`config.mk`:
```
export PLATFORM = sky130hd
export DESIGN_NAME = ifu_ifc_seq
export DESIGN_NICKNAME = d
export VERILOG_FILES = /design/src/rtl/ifu_ifc_seq.sv
export SDC_FILE = /design/constraint.sdc
export NUM_CORES = 1
export LEC_CHECK = 0
export ABC_AREA = 1
export BUFFER_PORTS_ARGS = -buffer_cell sky130_fd_sc_hd__buf_4
export CORE_UTILIZATION = 57
export CTS_CLUSTER_SIZE = 25
export DETAILED_ROUTE_END_ITERATION = 8
export PLACE_DENSITY_LB_ADDON = 0.2
export SLEW_MARGIN = 20
export SYNTH_ARGS = -nofsm -noshare
export SYNTH_HDL_FRONTEND = slang
export SYNTH_SLANG_ARGS = --single-unit
```
`constraint.sdc`:
```
create_clock -name clk -period 4.4 [get_ports clk]
set_input_delay 0.66 -clock clk [delete_from_list [all_inputs] [get_ports clk]]
set_output_delay 0.66 -clock clk [all_outputs]
set_load 0.1 [all_outputs]
```
`src/rtl/ifu_ifc_seq.sv`:
```
// ifu_ifc_seq: IFU fetch-pipe sequencer.
// Issues F1/F2 fetch requests and arbitrates the next fetch address between
// flush, miss replay, predictor redirect and sequential fetch. A credit
// counter meters the fetch buffer.
// Optional feature macro: RV_IFC_PMU_CNT_EN enables the saturating
// stall-cycle counter pmu_stall_cnt. When it is undefined, the counter
// output is tied to zero.
module ifu_ifc_seq #(
  parameter int unsigned FB_DEPTH    = 4,
  parameter int unsigned FETCH_BYTES = 8,
  parameter logic [31:0] RESET_VEC   = 32'h0
) (
  input  logic                               clk,
  input  logic                               rst,
  input  logic                               flush_valid,
  input  logic                               flush_halt,
  input  logic [30:0]                        flush_addr,
  input  logic                               bp_redirect_f2,
  input  logic [30:0]                        bp_target_f2,
  input  logic                               ic_hit_f2,
  input  logic                               ic_miss_done,
  input  logic                               fetch_stall,
  input  logic [1:0]                         fb_consume,
  output logic                               fetch_req_f1,
  output logic [30:0]                        fetch_addr_f1,
  output logic                               fetch_req_f2,
  output logic [30:0]                        fetch_addr_f2,
  output logic [$clog2(FB_DEPTH+1)-1:0]      fb_used,
  output logic [1:0]                         fetch_state,
  output logic                               pmu_fetch_stall,
  output logic [15:0]                        pmu_stall_cnt,
  input  logic                               pmu_clr
);

  localparam int unsigned AW  = 31;
  localparam int unsigned FBW = $clog2(FB_DEPTH + 1);
  localparam int unsigned CW  = FBW + 2;
  localparam int unsigned OFF = $clog2(FETCH_BYTES) - 1;
  localparam int unsigned SW  = AW - OFF;
  localparam logic [AW-1:0] RST_ADDR = RESET_VEC[31:1];

  typedef enum logic [1:0] {
    IDLE  = 2'b00,
    FETCH = 2'b01,
    WFM   = 2'b11
  } state_t;

  state_t          state;
  logic            boot;
  logic            req_f2_q;
  logic [AW-1:0]   replay_addr;

  logic            f1_pending;
  logic            miss_f2;
  logic            redirect;
  logic            miss_exit;
  logic            credit_ok;
  logic            issue;
  logic [CW-1:0]   used_ext;
  logic [CW-1:0]   cons_ext;
  logic [CW-1:0]   avail;
  logic [CW-1:0]   add_v;
  logic [CW-1:0]   sub_v;
  logic [AW-1:0]   seq_addr;

  // Issue qualification, miss/redirect decode and credit arithmetic.
  always_comb begin
    f1_pending      = (state == FETCH);
    fetch_req_f2    = req_f2_q & ~flush_valid & ~rst;
    miss_f2         = fetch_req_f2 & ~ic_hit_f2;
    redirect        = bp_redirect_f2 & fetch_req_f2 & ~miss_f2;
    miss_exit       = (state == WFM) & ic_miss_done;
    used_ext        = CW'(fb_used);
    cons_ext        = CW'(fb_consume);
    // Consumption beyond current occupancy clamps to zero.
    avail           = (cons_ext > used_ext) ? '0 : (used_ext - cons_ext);
    credit_ok       = (avail < CW'(FB_DEPTH));
    issue           = f1_pending & ~rst & ~fetch_stall & ~bp_redirect_f2 &
                      ~miss_f2 & ~flush_valid & credit_ok;
    fetch_req_f1    = issue;
    pmu_fetch_stall = ~rst & ~flush_valid & ~bp_redirect_f2 &
                      ((state == WFM) | (f1_pending & ~issue));
    add_v           = used_ext + CW'(issue);
    sub_v           = cons_ext + CW'(miss_f2);
    seq_addr        = {fetch_addr_f1[AW-1:OFF] + SW'(1), {OFF{1'b0}}};
    fetch_state     = state;
  end

  // Fetch FSM, address pipeline, replay capture and credit counter.
  always_ff @(posedge clk) begin
    if (rst) begin
      state         <= IDLE;
      boot          <= 1'b1;
      req_f2_q      <= 1'b0;
      fetch_addr_f1 <= RST_ADDR;
      fetch_addr_f2 <= RST_ADDR;
      replay_addr   <= RST_ADDR;
      fb_used       <= '0;
    end else begin
      boot     <= 1'b0;
      req_f2_q <= issue;

      if (issue) fetch_addr_f2 <= fetch_addr_f1;
      if (miss_f2) replay_addr <= fetch_addr_f2;

      if (flush_valid)    fetch_addr_f1 <= flush_addr;
      else if (miss_exit) fetch_addr_f1 <= replay_addr;
      else if (redirect)  fetch_addr_f1 <= bp_target_f2;
      else if (issue)     fetch_addr_f1 <= seq_addr;

      if (flush_valid) fb_used <= '0;
      else             fb_used <= FBW'((add_v > sub_v) ? (add_v - sub_v) : '0);

      if (flush_valid) begin
        state <= flush_halt ? IDLE : FETCH;
      end else begin
        case (state)
          IDLE:    if (boot) state <= FETCH;
          FETCH:   if (miss_f2) state <= WFM;
          WFM:     if (ic_miss_done) state <= FETCH;
          default: state <= IDLE;
        endcase
      end
    end
  end

`ifdef RV_IFC_PMU_CNT_EN
  // Saturating stall-cycle counter; clear has priority over increment.
  always_ff @(posedge clk) begin
    if (rst || pmu_clr) begin
      pmu_stall_cnt <= '0;
    end else if (pmu_fetch_stall && (pmu_stall_cnt != 16'hFFFF)) begin
      pmu_stall_cnt <= pmu_stall_cnt + 16'd1;
    end
  end
`else
  logic unused_pmu_clr;
  assign unused_pmu_clr = pmu_clr;
  assign pmu_stall_cnt  = '0;
`endif

endmodule

```
==> results.cfg, run 1 <==
[global_route]
grt_max_degree = 54
grt_pass1_wl_um = 26600
grt_use_total_pct = 33.02
antenna_found_initial = 0
grt_overflow_total = 0
grt_pass1_vias = 5576

[synth]
ys_ff_latch = 100
yosys_warnings = 0
synth_cell_types = 34
synth_seq_area_share_pct = 36.31
synth_top_area_share_pct = 36.31
yosysTopAreaCell = dfxtp_1
synth_top_flop_cell = dfxtp_1
syn_area_um2 = 5513
yosys-top-cells-area = dfxtp_1, nor2_1, nand2_1
synth-async-reset-ratio_pct = 0
synth_edf_count = 0
syn-instance-count = 848
syn_avg_cell_area_um2 = 6.501

[critical_path]
reg2reg_from = fb_used[1]$_SDFF_PP0_
crit_required_ps = 3740
cp-startpoint = flush_valid
crit_slowest_cell = buf_4
crit_path_end_kind = primary output
crit_type = input pin to primary output
cpPeakStageDelay_ps = 420
critPathLaunchType = input pin
crit_fanout = 40
critical_path_arrival_ps = 2610
cp_cell_sequence = buf_4 -> nor2_8 -> nand2_1 -> nor2_4 -> nor3_2 -> nand2_2 -> inv_2 -> buf_4 -> buf_4
critPathMostFrequentCell = buf_4

[timing]
fmax_mhz = 306.2
setup-violations-final = 0
period_needed_ps = 3266
tns_ps = 0
tightestPinTransition_ps = 1010
drv_slew = 0
rsz0062_at_grt = no
period_share_pct = 74.23
fin_skew_ps = 7.074
final_hold_viol_count = 0
slew_headroom_pct = 32.28

[power_and_ir_drop]
switching_share_pct = 35.81
peakVddDrop_mv = 0.2142
power_frac_seq_pct = 45.4
p_leak_nw = 3.123
power_density_nw_per_um2 = 321.3
p_switching_mw = 0.7740
p_int_mw = 1.387
finalPower_mw = 2.161
pwr-share-clk_pct = 29.8
comb_power_share_pct = 24.8

[placed_design]
portBuffers = 141
dpl_cell_area_um2 = 6524
dpl.hpwl_um = 11330
gp_congestion = 0.9628

[floorplan]
fp.dieW_um = 100.3
start_util_pct = 59.38
core_um2 = 9284
rows = 35
ios = 159
die_area_um2 = 10070
die_h_um = 100.3

[routing]
post_drt_wl_per_cell_um = 15.04
ant_nets = 0
firstDrtPassIters = 5
num_vias = 6089
routed_via_density = 5.581
drt_iter0_markers = 376
drt_wl_total_um = 16410
drcViolationCount = 0

[cts]
cts.reportedPaths.clkPinSlew_ps = 90
post_cts_resized = 0
clockBufferDepth = 2
h-tree-depth = 3
cts_num_sinks = 100
hold_buffers = 0
clk_latency_ps = 380
cts_tree = built
post_cts_buffers = 0
cts_made_buffers = 9
cts-root-buf = clkbuf_8

[run_status]
status = finished, final reports clean

[final_layout]
design_area_um2 = 6728
layout-area-overhead-vs-synth_pct = 22.04
final_common_cell = nor2_1
antenna_cells = 0
drive_gt1_share_pct = 20.17
fin_nets = 1042
final_cell_mix = nor2_1, nand2_1, buf_4, o21ai_0, dfxtp_1

[run]
cap_violations = 0

[min_path]
min_from = fetch_addr_f2[7]$_SDFFE_PP0P_
hold_path_class = flop to flop
-- flip-flops by register name (all words and copies together) (netlist names) --
signal / flops
fetch_state: 2
boot: 1
fetch_addr_f2: 31
replay_addr: 31
req_f2_q: 1
fb_used: 3
fetch_addr_f1: 31
-- area by class of cell --
cell class	instances	area (um2)
repair buffers	149	1119
fillers	807	2556
flip-flops and latches	100	2002
clock buffers	10	127.6
well taps	129	161.4
multi-input cells	656	3080
clock inverters	4	76.32
inverters	43	161.4
-- metrics by stage --
| step | std cells | utilization [%] | hold slack [ps] | setup WS [ps] |
|---|---|---|---|---|
| 6_report | 1091 | 72.47 | 513.5 | 1134 |
| 5_1_grt | 1091 | 72.47 | 523.9 | 1007 |
| 2_1_floorplan | 863 | - | 453.2 | 529.5 |
| 4_1_cts | 1091 | 72.47 | 510.1 | 1152 |
| 3_5_place_dp | 1077 | 70.27 | 495.8 | 1093 |
| 3_3_place_gp | 1077 | 70.27 | 473.0 | 1199 |
-- power groups by stage --
stage / Combinational [mW] / Sequential [mW] / Clock (mW)
4_1_cts: 0.534 / 0.979 / 0.643
5_1_grt: 0.567 / 0.986 / 0.679
6_report: 0.536 / 0.981 / 0.644
3_5_place_dp: 0.533 / 1.00 / 0
2_1_floorplan: 0.216 / 1.19 / 0
3_3_place_gp: 0.525 / 0.999 / 0
-- Yosys cell counts, types with 4 or more instances --
| master | instances |
|---|---|
| nor2_1 | 180 |
| nand2_1 | 155 |
| dfxtp_1 | 100 |
| o21ai_0 | 100 |
| a21oi_1 | 79 |
| nand3_1 | 46 |
| inv_1 | 40 |
| clkbuf_1 | 28 |
| buf_4 | 18 |
| or2_2 | 18 |
| buf_2 | 16 |
| o21ai_1 | 14 |
| ha_1 | 9 |
| o211ai_1 | 8 |
| xor2_1 | 6 |
| xnor2_1 | 4 |
-- kinds of logic (layout without fill, tap and decap cells) --
| group | Yosys count | in the layout | share of synthesized area (%) |
|---|---|---|---|
| buf+inv | 107 | 206 | 9.010 |
| xor+xnor | 10 | 10 | 1.589 |
| flops | 100 | 100 | 36.31 |
| simple gates | 413 | 413 | 31.21 |
| compound gates | 207 | 207 | 19.41 |
| other cells | 1 | 16 | 0.06802 |
| fa+ha+maj | 10 | 10 | 2.406 |
-- critical path: cells and delay by family --
kind                   cells  cell delay [ps]
buffers and inverters      4             1420
and+or+nand+nor            5              500
-- per-layer routing --
metal	wire length, um	GRT usage (%)
met5	0	0
met4	304	11.82
met3	1447	6.337
met2	7690	53.90
met1	6963	43.50
-- final timing paths --
check	endpoint	slack [ps]	cells past startpoint
worst max-delay path	fetch_req_f1	1130	9
worst min-delay path	fetch_addr_f2[7]$_SDFFE_PP0P_	510	2
worst max register to register	fb_used[2]$_SDFF_PP0_	1640	14
worst min register to register	fetch_addr_f2[7]$_SDFFE_PP0P_	510	2
No activity file was read; power rests on OpenSTA's default activity.
==> run 2: changes to the inputs <==
- CORE_UTILIZATION: 57 -> 47
- clock period: 4.4 -> 2.7 ns (I/O delays scaled with it)
==> results.cfg, run 2 (synthesis results as in run 1) <==
[routing]
post_drt_wl_per_cell_um = 14.38
num_vias = 5852
ant_nets = 0
drt_iter0_markers = 352
routed_via_density = 5.234
drcViolationCount = 0
drt_wl_total_um = 16080
firstDrtPassIters = 5

[min_path]
min_from = flush_halt
hold_path_class = input pin to flop

[timing]
tightestPinTransition_ps = 533.2
tns_ps = 0
rsz0062_at_grt = no
final_hold_viol_count = 0
fmax_mhz = 421.7
fin_skew_ps = 11.89
period_share_pct = 87.83
slew_headroom_pct = 64.45
setup-violations-final = 0
setup_slack_ps = 328.5
period_needed_ps = 2371
drv_slew = 0

[cts]
clockBufferDepth = 2
post_cts_buffers = 0
cts-root-buf = clkbuf_16
cts_tree = built
hold_buffers = 0
post_cts_resized = 0
cts.reportedPaths.clkPinSlew_ps = 70
cts_num_sinks = 100
h-tree-depth = 3
cts_made_buffers = 9
clk_latency_ps = 340

[power_and_ir_drop]
pwr-share-clk_pct = 32.6
p_switching_mw = 1.303
power_frac_seq_pct = 43.4
finalPower_mw = 3.683
p_leak_nw = 3.211
power_density_nw_per_um2 = 529.2
comb_power_share_pct = 24.0
switching_share_pct = 35.37
p_int_mw = 2.380
peakVddDrop_mv = 0.4020

[final_layout]
fin_cells = 1118
n_fill_cell = 1143
fin_nets = 1053
multi_input_area_um2 = 3132
regArea_um2 = 2016
drive_gt1_share_pct = 22.36
layout-area-overhead-vs-synth_pct = 26.26
reg.largest.list = fetch_addr_f1: 31 flops, fetch_addr_f2: 31 flops, replay_addr: 31 flops
antenna_cells = 0
final_cell_mix = nor2_1, buf_4, nand2_1, o21ai_0, dfxtp_1
final_core_util_pct = 60.96
final_common_cell = nor2_1

[floorplan]
rows = 39
ios = 159
start_util_pct = 48.28
die_h_um = 110.3
core_um2 = 11420
die_area_um2 = 12170
fp.dieW_um = 110.3

[critical_path]
cpPeakStageDelay_ps = 390
crit_buf_inv = 2
critical_path_arrival_ps = 2630
critPathMostFrequentCell = ha_4
crit_path_end_kind = flop
crit_slowest_cell = fa_2
cp_cell_sequence = ha_4 -> o21a_1 -> o21ai_1 -> nand2_2 -> inv_4 -> ha_4 -> ha_4 -> inv_1 -> fa_2 -> nor2_2 -> o21ai_1 -> nand2_1 -> nand2_1 -> nor3b_1
crit_required_ps = 2950
critPathTopFamily = adder cells
cp-startpoint = fb_used[1]$_SDFF_PP0_
critPathLaunchType = flop
crit_type = flop to flop
reg2reg_from = fb_used[1]$_SDFF_PP0_
crit_fanout = 4

[run_status]
status = finished, final reports clean

[global_route]
grt_pass1_vias = 5231
grt_use_total_pct = 27.30
grt_overflow_total = 0
antenna_found_initial = 0
grt_pass1_wl_um = 25940
grt_max_degree = 52

[placed_design]
place_worst_setup_slack_ps = 139.8
portBuffers = 141
gp_congestion = 0.9567
dpl.hpwl_um = 11730
dpl.cell_count = 1102

[run]
cap_violations = 0
==> run 2: cell count changes in the layout (fill, tap and decap cells not counted), sizes merged <==
cell    delta
bufinv     -2
inv        +1
clkinv     +3
buf       +11
==> run 2: path summary, 6_finish.rpt <==
check	to	slack (ps)	depth (start not counted)
max	fb_used[2]$_SDFF_PP0_	330	14
min	fetch_state[0]$_SDFFE_PP0P_	310	4
max reg2reg	fb_used[2]$_SDFF_PP0_	330	14
min reg2reg	fetch_state[1]$_SDFFE_PP0P_	500	2
==> run 2: final cells by class <==
type	count	area share [%]
sequential	100	28.96
clock buffer	10	3.290
timing repair buffer	160	17.26
clock inverter	6	0.5752
multi-input combinational	656	44.99
tap	143	2.571
inverter	43	2.355
==> run 2: routing by layer <==
| layer | track usage [%] | share of wire [%] | vias to the layer above |
|---|---|---|---|
| met5 | 0 | 0 | - |
| met4 | 8.835 | 1.5 | 0 |
| met3 | 3.704 | 5.2 | 24 |
| met2 | 42.81 | 45 | 199 |
| met1 | 38.50 | 48 | 2655 |
| li1 | - | - | 2974 |
==> run 2: power groups by stage <==
stage          Sequential (mW)  Combinational (mW)  Clock (mW)
5_1_grt                   1.61               0.942        1.28
6_report                  1.60               0.882        1.20
3_3_place_gp              1.63               0.875           0
4_1_cts                   1.60               0.884        1.21
2_1_floorplan             1.94               0.356           0
3_5_place_dp              1.63               0.882           0
==> run 2: worst register-to-register path, delay by kind of cell, from the launching register on <==
kind            cells  cell delay, ps
buf+inv             2              90
flops               1             370
fa+ha+maj           4            1060
simple gates        5             520
compound gates      3             240
==> run 2: metrics by stage <==
step	instance area [um2]	hold slack (ps)
global placement	6691	473.8
finish	6960	310.7
global route	6960	342.6
floorplan	5657	432.7
detailed placement	6691	491.5
CTS	6960	308.1
